File: config.mk
export PLATFORM = sky130hd
export DESIGN_NAME = freq_meter_flat
export DESIGN_NICKNAME = d
export VERILOG_FILES = /design/src/rtl/freq_meter_pkg.sv /design/src/rtl/freq_meter_if.sv /design/src/rtl/sync_edge_det.sv /design/src/rtl/freq_meter.sv /design/src/flat_wrapper.sv
export SDC_FILE = /design/constraint.sdc
export NUM_CORES = 1
export LEC_CHECK = 0
export ABC_CLOCK_PERIOD_IN_PS = 3600
export BUFFER_PORTS_ARGS = -buffer_cell sky130_fd_sc_hd__buf_4
export CAP_MARGIN = 0
export CORE_ASPECT_RATIO = 0.7
export CORE_MARGIN = 2
export CORE_UTILIZATION = 40
export CTS_CLUSTER_DIAMETER = 80
export DETAILED_ROUTE_END_ITERATION = 8
export GPL_TIMING_DRIVEN = 0
export PLACE_DENSITY = 0.53
export SYNTH_ARGS = -nofsm -noshare
export SYNTH_HDL_FRONTEND = slang
export SYNTH_SLANG_ARGS = --single-unit
File: constraint.sdc
create_clock -name clk -period 3.6 [get_ports clk]
set_input_delay 0.72 -clock clk [delete_from_list [all_inputs] [get_ports clk]]
set_output_delay 0.72 -clock clk [all_outputs]
set_load 0.05 [all_outputs]
File: src/rtl/freq_meter_pkg.sv
// Shared types and helpers for the frequency meter.
package freq_meter_pkg;

  typedef enum logic [1:0] {
    IDLE,
    ARM,
    GATE,
    DONE
  } state_t;

  localparam int unsigned DEFAULT_CLK_HZ = 50_000_000;

  // Bits needed to hold 0 .. value-1 (at least one bit).
  function automatic int unsigned clog2(input int unsigned value);
    int unsigned result;
    int unsigned v;
    result = 0;
    v      = (value > 0) ? value - 1 : 0;
    while (v > 0) begin
      result = result + 1;
      v      = v >> 1;
    end
    if (result == 0) begin
      result = 1;
    end
    return result;
  endfunction

endpackage

File: src/rtl/freq_meter_if.sv
// Measurement bus of the frequency meter: signal/enable in, result out.
interface freq_meter_if #(
  parameter int unsigned CNT_W = 27
);

  logic             sig_in;
  logic             en;
  logic [CNT_W-1:0] freq_out;
  logic             freq_valid;
  logic             overflow;
  logic             busy;

  modport master (
    output sig_in,
    output en,
    input  freq_out,
    input  freq_valid,
    input  overflow,
    input  busy
  );

  modport slave (
    input  sig_in,
    input  en,
    output freq_out,
    output freq_valid,
    output overflow,
    output busy
  );

endinterface

File: src/rtl/sync_edge_det.sv
// Two-flop synchronizer followed by a rising-edge detector.
// The pulse appears three clk edges after the asynchronous rise.
module sync_edge_det (
  input  logic clk,
  input  logic rst,
  input  logic async_in,
  output logic rise_pulse
);

  logic r_sync1;
  logic r_sync2;
  logic r_sync3;

  // synchronizer chain plus one history stage for edge detection
  always_ff @(posedge clk) begin
    if (rst) begin
      r_sync1 <= 1'b0;
      r_sync2 <= 1'b0;
      r_sync3 <= 1'b0;
    end else begin
      r_sync1 <= async_in;
      r_sync2 <= r_sync1;
      r_sync3 <= r_sync2;
    end
  end

  // one-cycle pulse on a synchronized low-to-high transition
  always_comb begin
    rise_pulse = r_sync2 & ~r_sync3;
  end

endmodule

File: src/rtl/freq_meter.sv
// Counts rising edges of sig_in over a fixed window of GATE_CYCLES clocks
// and presents the count with a one-cycle valid strobe.
module freq_meter
  import freq_meter_pkg::*;
#(
  parameter int unsigned CLK_HZ      = DEFAULT_CLK_HZ,
  parameter int unsigned GATE_CYCLES = CLK_HZ,
  parameter int unsigned CNT_W       = 27
) (
  input  logic       clk,
  input  logic       rst,
  freq_meter_if.slave bus
);

  localparam int unsigned         GATE_W    = clog2(GATE_CYCLES);
  localparam logic [GATE_W-1:0]   GATE_LAST = GATE_W'(GATE_CYCLES - 1);
  localparam logic [CNT_W-1:0]    CNT_MAX   = '1;

  if (GATE_CYCLES < 2 || CLK_HZ == 0) begin : g_param_check
    $error("freq_meter: GATE_CYCLES must be >= 2 and CLK_HZ non-zero");
  end

  state_t            r_state;
  state_t            w_state_next;
  logic [GATE_W-1:0] r_gate_cnt;
  logic [CNT_W-1:0]  r_edge_cnt;
  logic              r_sat;
  logic [CNT_W-1:0]  r_freq_out;
  logic              r_overflow;
  logic              r_valid;
  logic              w_rise;
  logic              w_busy;
  logic              w_done;
  logic              w_gate_last;

  sync_edge_det u_sync_edge_det (
    .clk        (clk),
    .rst        (rst),
    .async_in   (bus.sig_in),
    .rise_pulse (w_rise)
  );

  // state register
  always_ff @(posedge clk) begin
    if (rst) begin
      r_state <= IDLE;
    end else begin
      r_state <= w_state_next;
    end
  end

  // next state and state-decoded flags; dropping en aborts ARM/GATE
  always_comb begin
    w_state_next = r_state;
    w_busy       = 1'b1;
    w_done       = 1'b0;
    w_gate_last  = (r_gate_cnt == GATE_LAST);
    unique case (r_state)
      IDLE: begin
        w_busy = 1'b0;
        if (bus.en) begin
          w_state_next = ARM;
        end
      end
      ARM: begin
        w_state_next = bus.en ? GATE : IDLE;
      end
      GATE: begin
        if (!bus.en) begin
          w_state_next = IDLE;
        end else if (w_gate_last) begin
          w_state_next = DONE;
        end
      end
      DONE: begin
        w_done       = 1'b1;
        w_state_next = bus.en ? ARM : IDLE;
      end
      default: begin
        w_state_next = IDLE;
      end
    endcase
  end

  // gate and saturating edge counters; edges outside GATE are ignored
  always_ff @(posedge clk) begin
    if (rst) begin
      r_gate_cnt <= '0;
      r_edge_cnt <= '0;
      r_sat      <= 1'b0;
    end else begin
      unique case (r_state)
        IDLE: begin
          r_gate_cnt <= '0;
          r_edge_cnt <= '0;
        end
        ARM: begin
          r_gate_cnt <= '0;
          r_edge_cnt <= '0;
          r_sat      <= 1'b0;
        end
        GATE: begin
          if (!w_gate_last) begin
            r_gate_cnt <= r_gate_cnt + GATE_W'(1);
          end
          if (w_rise) begin
            if (r_edge_cnt == CNT_MAX) begin
              r_sat <= 1'b1;
            end else begin
              r_edge_cnt <= r_edge_cnt + CNT_W'(1);
            end
          end
        end
        default: begin
          r_gate_cnt <= r_gate_cnt;
        end
      endcase
    end
  end

  // result registers update only on leaving DONE, strobe alongside
  always_ff @(posedge clk) begin
    if (rst) begin
      r_freq_out <= '0;
      r_overflow <= 1'b0;
      r_valid    <= 1'b0;
    end else begin
      r_valid <= w_done;
      if (w_done) begin
        r_freq_out <= r_edge_cnt;
        r_overflow <= r_sat;
      end
    end
  end

  assign bus.freq_out   = r_freq_out;
  assign bus.overflow   = r_overflow;
  assign bus.freq_valid = r_valid;
  assign bus.busy       = w_busy;

endmodule

File: src/flat_wrapper.sv
// flat-port wrapper written by rule: the top's interface ports become plain ports
module freq_meter_flat import freq_meter_pkg::*;
#(
  parameter int unsigned CLK_HZ      = DEFAULT_CLK_HZ,
  parameter int unsigned GATE_CYCLES = CLK_HZ,
  parameter int unsigned CNT_W       = 27
)
  (clk, rst, bus_sig_in, bus_en, bus_freq_out, bus_freq_valid, bus_overflow, bus_busy);
  freq_meter_if #(.CNT_W(CNT_W)) bus_i ();
  input  logic clk;
  input  logic rst;
  input wire logic [$bits(bus_i.sig_in)-1:0] bus_sig_in;
  input wire logic [$bits(bus_i.en)-1:0] bus_en;
  output wire logic [$bits(bus_i.freq_out)-1:0] bus_freq_out;
  output wire logic [$bits(bus_i.freq_valid)-1:0] bus_freq_valid;
  output wire logic [$bits(bus_i.overflow)-1:0] bus_overflow;
  output wire logic [$bits(bus_i.busy)-1:0] bus_busy;
  assign bus_i.sig_in = bus_sig_in;
  assign bus_i.en = bus_en;
  assign bus_freq_out = bus_i.freq_out;
  assign bus_freq_valid = bus_i.freq_valid;
  assign bus_overflow = bus_i.overflow;
  assign bus_busy = bus_i.busy;
  freq_meter #(.CLK_HZ(CLK_HZ), .GATE_CYCLES(GATE_CYCLES), .CNT_W(CNT_W)) u_core (.clk(clk), .rst(rst), .bus(bus_i));
endmodule
==> flow_summary.html <==
<table>
<tr><th>Metric</th><th>Value</th></tr>
<tr><th colspan="2">Detailed routing</th></tr>
<tr><td>Routed length per instance</td><td>approximately 17 um</td></tr>
<tr><td>Pre-antenna DRT Iters</td><td>5</td></tr>
<tr><td>Number of DRC violations after detailed-routing iteration 0</td><td>around 380</td></tr>
<tr><td>Vias per Instance</td><td>5.757</td></tr>
<tr><td>Met3 layer wire length in the routed design</td><td>a little over 800 um</td></tr>
<tr><td>Routed Wire Length</td><td>about 12 mm</td></tr>
<tr><td>Via total after detailed routing</td><td>3,926</td></tr>
<tr><td>Remaining routing DRC violations</td><td>0</td></tr>
<tr><td>Sum of met2 wire segment lengths after detailed routing</td><td>4.405 mm</td></tr>
<tr><td>Top routing layer in use</td><td>met4</td></tr>
<tr><td>Routed met1 length</td><td>6.332 mm</td></tr>
<tr><td>Final ANT Viol Nets</td><td>0</td></tr>
<tr><th colspan="2">Synthesis</th></tr>
<tr><td>Instance count of the mapped netlist</td><td>between 500 and 600</td></tr>
<tr><td>Post-synthesis cell type count</td><td>54</td></tr>
<tr><td>Share of the yosys chip area belonging to registers</td><td>43.58%</td></tr>
<tr><td>Mapped cell area</td><td>between 4000 and 5000 sq um</td></tr>
<tr><td>Register bit total from synthesis</td><td>88</td></tr>
<tr><td>Top cells by area, synth</td><td>dfxtp_1, nand2_1, a21oi_1, a31oi_1, nand3_1</td></tr>
<tr><td>Post-synth top area share</td><td>between 40% and 50%</td></tr>
<tr><td>Flip-flop cell with the highest count after synthesis</td><td>dfxtp_1</td></tr>
<tr><td>Syn_nets</td><td>513</td></tr>
<tr><td>Share of synthesized flip-flops with an asynchronous set or reset</td><td>0%</td></tr>
<tr><td>Number of flops mapped to enable cells by yosys</td><td>0</td></tr>
<tr><td>Number of synthesis warnings</td><td>0</td></tr>
<tr><td>Post-synth top area cell</td><td>dfxtp_1</td></tr>
<tr><td>Avg Synthesized Cell Area</td><td>7.974 sq um</td></tr>
<tr><th colspan="2">Place</th></tr>
<tr><td>Count of input and output buffers</td><td>32</td></tr>
<tr><td>Placer Congestion</td><td>0.8516</td></tr>
<tr><td>Half-perimeter wire length of the detailed placement result</td><td>approximately 8.2 mm</td></tr>
<tr><th colspan="2">Power</th></tr>
<tr><td>Cell Int Power</td><td>approximately 1.6 mW</td></tr>
<tr><td>Leakage</td><td>1.609 nW</td></tr>
<tr><td>Sw Share</td><td>between 20 and 25%</td></tr>
<tr><td>Areal power density over the cells</td><td>424.1 nW/um^2</td></tr>
<tr><td>Comb pwr share</td><td>3.1%</td></tr>
<tr><td>Share of total power in the clock network</td><td>between 40 and 50%</td></tr>
<tr><td>Largest voltage drop on the vdd net</td><td>201.5 uV</td></tr>
<tr><td>Portion of total power attributed to sequential cells</td><td>just under 50%</td></tr>
<tr><td>Net switching power</td><td>between 0.4 and 0.5 mW</td></tr>
<tr><th colspan="2">Die</th></tr>
<tr><td>Die outline width</td><td>124.2 um</td></tr>
<tr><td>Number of placed I/O pins</td><td>34</td></tr>
<tr><td>Std-Cell Core Area</td><td>9759 sq um</td></tr>
<tr><td>Starting density of the core</td><td>41.42%</td></tr>
<tr><td>Standard-cell rows</td><td>30</td></tr>
<tr><td>Die area</td><td>about 11,000 sq um</td></tr>
<tr><td>Die height</td><td>88.11 um</td></tr>
<tr><th colspan="2">Cells and area</th></tr>
<tr><td>Leading cell type in the layout, fill and taps excluded</td><td>nand2_1</td></tr>
<tr><td>Share of layout cells above drive strength 1</td><td>about an eighth</td></tr>
<tr><td>Final net count</td><td>approximately 560</td></tr>
<tr><td>Highest-count cells in the layout ignoring fill and taps</td><td>nand2_1, dfxtp_1, a21oi_1</td></tr>
<tr><td>Antenna diodes</td><td>0</td></tr>
<tr><td>Layout-stage area growth over the synthesis result</td><td>17.49%</td></tr>
<tr><th colspan="2">Clock network</th></tr>
<tr><td>Inserted Clock Buffers</td><td>9</td></tr>
<tr><td>Setup repair bufs after CTS</td><td>0</td></tr>
<tr><td>Clock tree from TritonCTS</td><td>done</td></tr>
<tr><td>Number of H-tree branching levels</td><td>3</td></tr>
<tr><td>Hold buffers post-CTS</td><td>0</td></tr>
<tr><td>Resized cells post-CTS</td><td>0</td></tr>
<tr><td>Latest clock arrival within the worst-skew pair</td><td>0.35 ns</td></tr>
<tr><td>Clock root buffer</td><td>clkbuf_16</td></tr>
<tr><td>Sinks on Clock Net</td><td>88</td></tr>
<tr><td>Maximum count of clock buffers along a single path</td><td>2</td></tr>
<tr><td>Clk slew on worst S/H paths</td><td>0.06 ns</td></tr>
<tr><th colspan="2">Global route</th></tr>
<tr><td>Total gr overflow</td><td>0</td></tr>
<tr><td>Via count of the first global-routing pass</td><td>3,469</td></tr>
<tr><td>Maximum number of pins on one net before global-route repair</td><td>14</td></tr>
<tr><td>First-pass GRT wire length</td><td>18.89 mm</td></tr>
<tr><td>Tot GR Track Use</td><td>22.84%</td></tr>
<tr><td>Number of antenna violations at the first check in global routing</td><td>0</td></tr>
<tr><th colspan="2">Critical path</th></tr>
<tr><td>Reg2reg end</td><td>u_core.r_edge_cnt[25]</td></tr>
<tr><td>Maximum fanout encountered on the critical timing path</td><td>9</td></tr>
<tr><td>R2R cell count</td><td>6</td></tr>
<tr><td>Worst reg2reg setup slack</td><td>just over 0.4 ns</td></tr>
<tr><td>Crit path max-delay family</td><td>simple AND/OR/NAND/NOR gates</td></tr>
<tr><td>CP Depth</td><td>6</td></tr>
<tr><td>Critical path capture point type</td><td>register</td></tr>
<tr><td>Worst Path Required</td><td>~3.8 ns</td></tr>
<tr><td>Crit path capture</td><td>u_core.r_edge_cnt[25]</td></tr>
<tr><td>Category of the most critical setup path</td><td>reg2reg</td></tr>
<tr><td>Buffer and inverter count on the worst path</td><td>0</td></tr>
<tr><td>Max incr delay on CP</td><td>1.09 ns</td></tr>
<tr><td>Worst-path cell with the longest stage delay</td><td>nor4_1</td></tr>
<tr><td>Crit-path cells</td><td>ha_1 -&gt; nand4_2 -&gt; nor4_1 -&gt; a211oi_1 -&gt; a41oi_1 -&gt; a31oi_1</td></tr>
<tr><td>Startpoint of the most critical setup path</td><td>u_core.r_edge_cnt[0]</td></tr>
<tr><td>Type of element launching the critical path</td><td>register</td></tr>
<tr><td>Reg2Reg Launch Point</td><td>u_core.r_edge_cnt[0]</td></tr>
<tr><td>Arr. time, crit path</td><td>3.42 ns</td></tr>
<tr><th colspan="2">Timing</th></tr>
<tr><td>Max transition margin</td><td>8.468%</td></tr>
<tr><td>Max Transition Viols Final</td><td>0</td></tr>
<tr><td>Fin. Hold Viols</td><td>0</td></tr>
<tr><td>Final period utilization</td><td>88.62%</td></tr>
<tr><td>Final Critical Period</td><td>3.190 ns</td></tr>
<tr><td>Highest clock rate</td><td>~310 MHz</td></tr>
<tr><td>Setup repair after global routing missed its margin</td><td>no</td></tr>
<tr><td>Measured slew at the worst slew-check pin</td><td>1.365 ns</td></tr>
<tr><td>TNS Setup</td><td>0 ns</td></tr>
<tr><td>Worst Hold Slack</td><td>around 0.44 ns</td></tr>
<tr><td>Maximum clock skew at final layout</td><td>about 0.0053 ns</td></tr>
<tr><td>Final setup violating endpoints</td><td>0</td></tr>
<tr><th colspan="2">Run status</th></tr>
<tr><td>Run status</td><td>complete, no violations</td></tr>
<tr><th colspan="2">Flow run</th></tr>
<tr><td>Max-cap violations</td><td>0</td></tr>
<tr><th colspan="2">Hold path</th></tr>
<tr><td>Class of the tightest hold or removal check</td><td>reg2reg</td></tr>
</table>
==> synth_stat cells (all sizes together), types with 9 or more instances <==
library cell and count:
a31oi 18, a21oi 68, nor2 27, nand3 21, dfxtp 88, nor3 14
nor4 9, clkbuf 20, nand2 97, o211ai 9, o21ai 16, nand4 14
==> power groups by stage <==
stage | Clock [mW] | Sequential, mW | Combinational, mW
after floorplan | 0 | 1.00 | 0.0410
after global placement | 0 | 1.00 | 0.0622
after detailed placement | 0 | 1.00 | 0.0624
after CTS | 0.989 | 0.978 | 0.0629
after global routing | 1.03 | 0.978 | 0.0690
final | 0.973 | 0.979 | 0.0630
==> kinds of logic after synthesis <==
family	Yosys count	share of synthesized area, %
xor+xnor	4	0.8668
flops	88	43.58
buf+inv	35	3.745
simple gates	225	27.61
fa+ha+maj	2	0.6189
compound gates	153	23.58
==> per-layer routing <==
metal / track usage [%] / up-vias
met5: 0 / -
met4: 4.903 / 0
met3: 6.250 / 10
met2: 29.46 / 134
met1: 36.69 / 1835
li1: - / 1947
==> through the flow <==
stage / utilization (%) / setup slack (ns) / instances / area, sq um / power (mW)
2_1_floorplan: - / 1.173 / 507 / 4043 / 1.041
3_3_place_gp: 45.53 / 0.5856 / 667 / 4443 / 1.063
3_5_place_dp: 45.53 / 0.5594 / 667 / 4443 / 1.063
4_1_cts: 48.67 / 0.5469 / 682 / 4750 / 2.030
5_1_grt: 48.67 / 0.3503 / 682 / 4750 / 2.076
6_report: 48.67 / 0.4095 / 682 / 4750 / 2.014
==> worst register-to-register path, delay by kind of cell, from the launching register on <==
kind | cells | cell delay [ns]
AO/OA/AOI/OAI | 3 | 1.04
adder cells (fa/ha/maj) | 1 | 0.29
flip-flops | 1 | 0.45
AND/OR/NAND/NOR | 2 | 1.29
==> final cells by class <==
class | instances | area, sq um
Clock inverter | 3 | 40.04
Fill cell | 983 | 5010
Inverter | 8 | 30.03
Timing Repair Buffer | 32 | 240.2
Tap cell | 128 | 160.2
Clock buffer | 12 | 266.5
Buffer | 27 | 121.4
Sequential cell | 88 | 1762
Multi-Input combinational cell | 384 | 2130
==> worst min-delay path by stage <==
stage | startpoint | end | slack (ns) | depth (start not counted)
2_1_floorplan | u_core.u_sync_edge_det.r_sync1 | u_core.u_sync_edge_det.r_sync2 | 0.41 | 1
3_3_place_gp | u_core.u_sync_edge_det.r_sync1 | u_core.u_sync_edge_det.r_sync2 | 0.42 | 1
3_5_place_dp | u_core.u_sync_edge_det.r_sync1 | u_core.u_sync_edge_det.r_sync2 | 0.43 | 1
4_1_cts | u_core.u_sync_edge_det.r_sync1 | u_core.u_sync_edge_det.r_sync2 | 0.44 | 1
5_1_grt | u_core.u_sync_edge_det.r_sync1 | u_core.u_sync_edge_det.r_sync2 | 0.45 | 1
6_report | u_core.u_sync_edge_det.r_sync1 | u_core.u_sync_edge_det.r_sync2 | 0.44 | 1
==> sequential cells by signal, indices dropped and copies added, names as in the netlist <==
register,flops
u_core.bus.freq_valid,1
u_core.u_sync_edge_det.r_sync1,1
u_core.u_sync_edge_det.r_sync2,1
u_core.r_edge_cnt,27
u_core.bus.freq_out,27
u_core.r_state,2
u_core.u_sync_edge_det.r_sync3,1
u_core.bus.overflow,1
u_core.r_gate_cnt,26
u_core.r_sat,1
No activity file was read; power rests on OpenSTA's default activity.
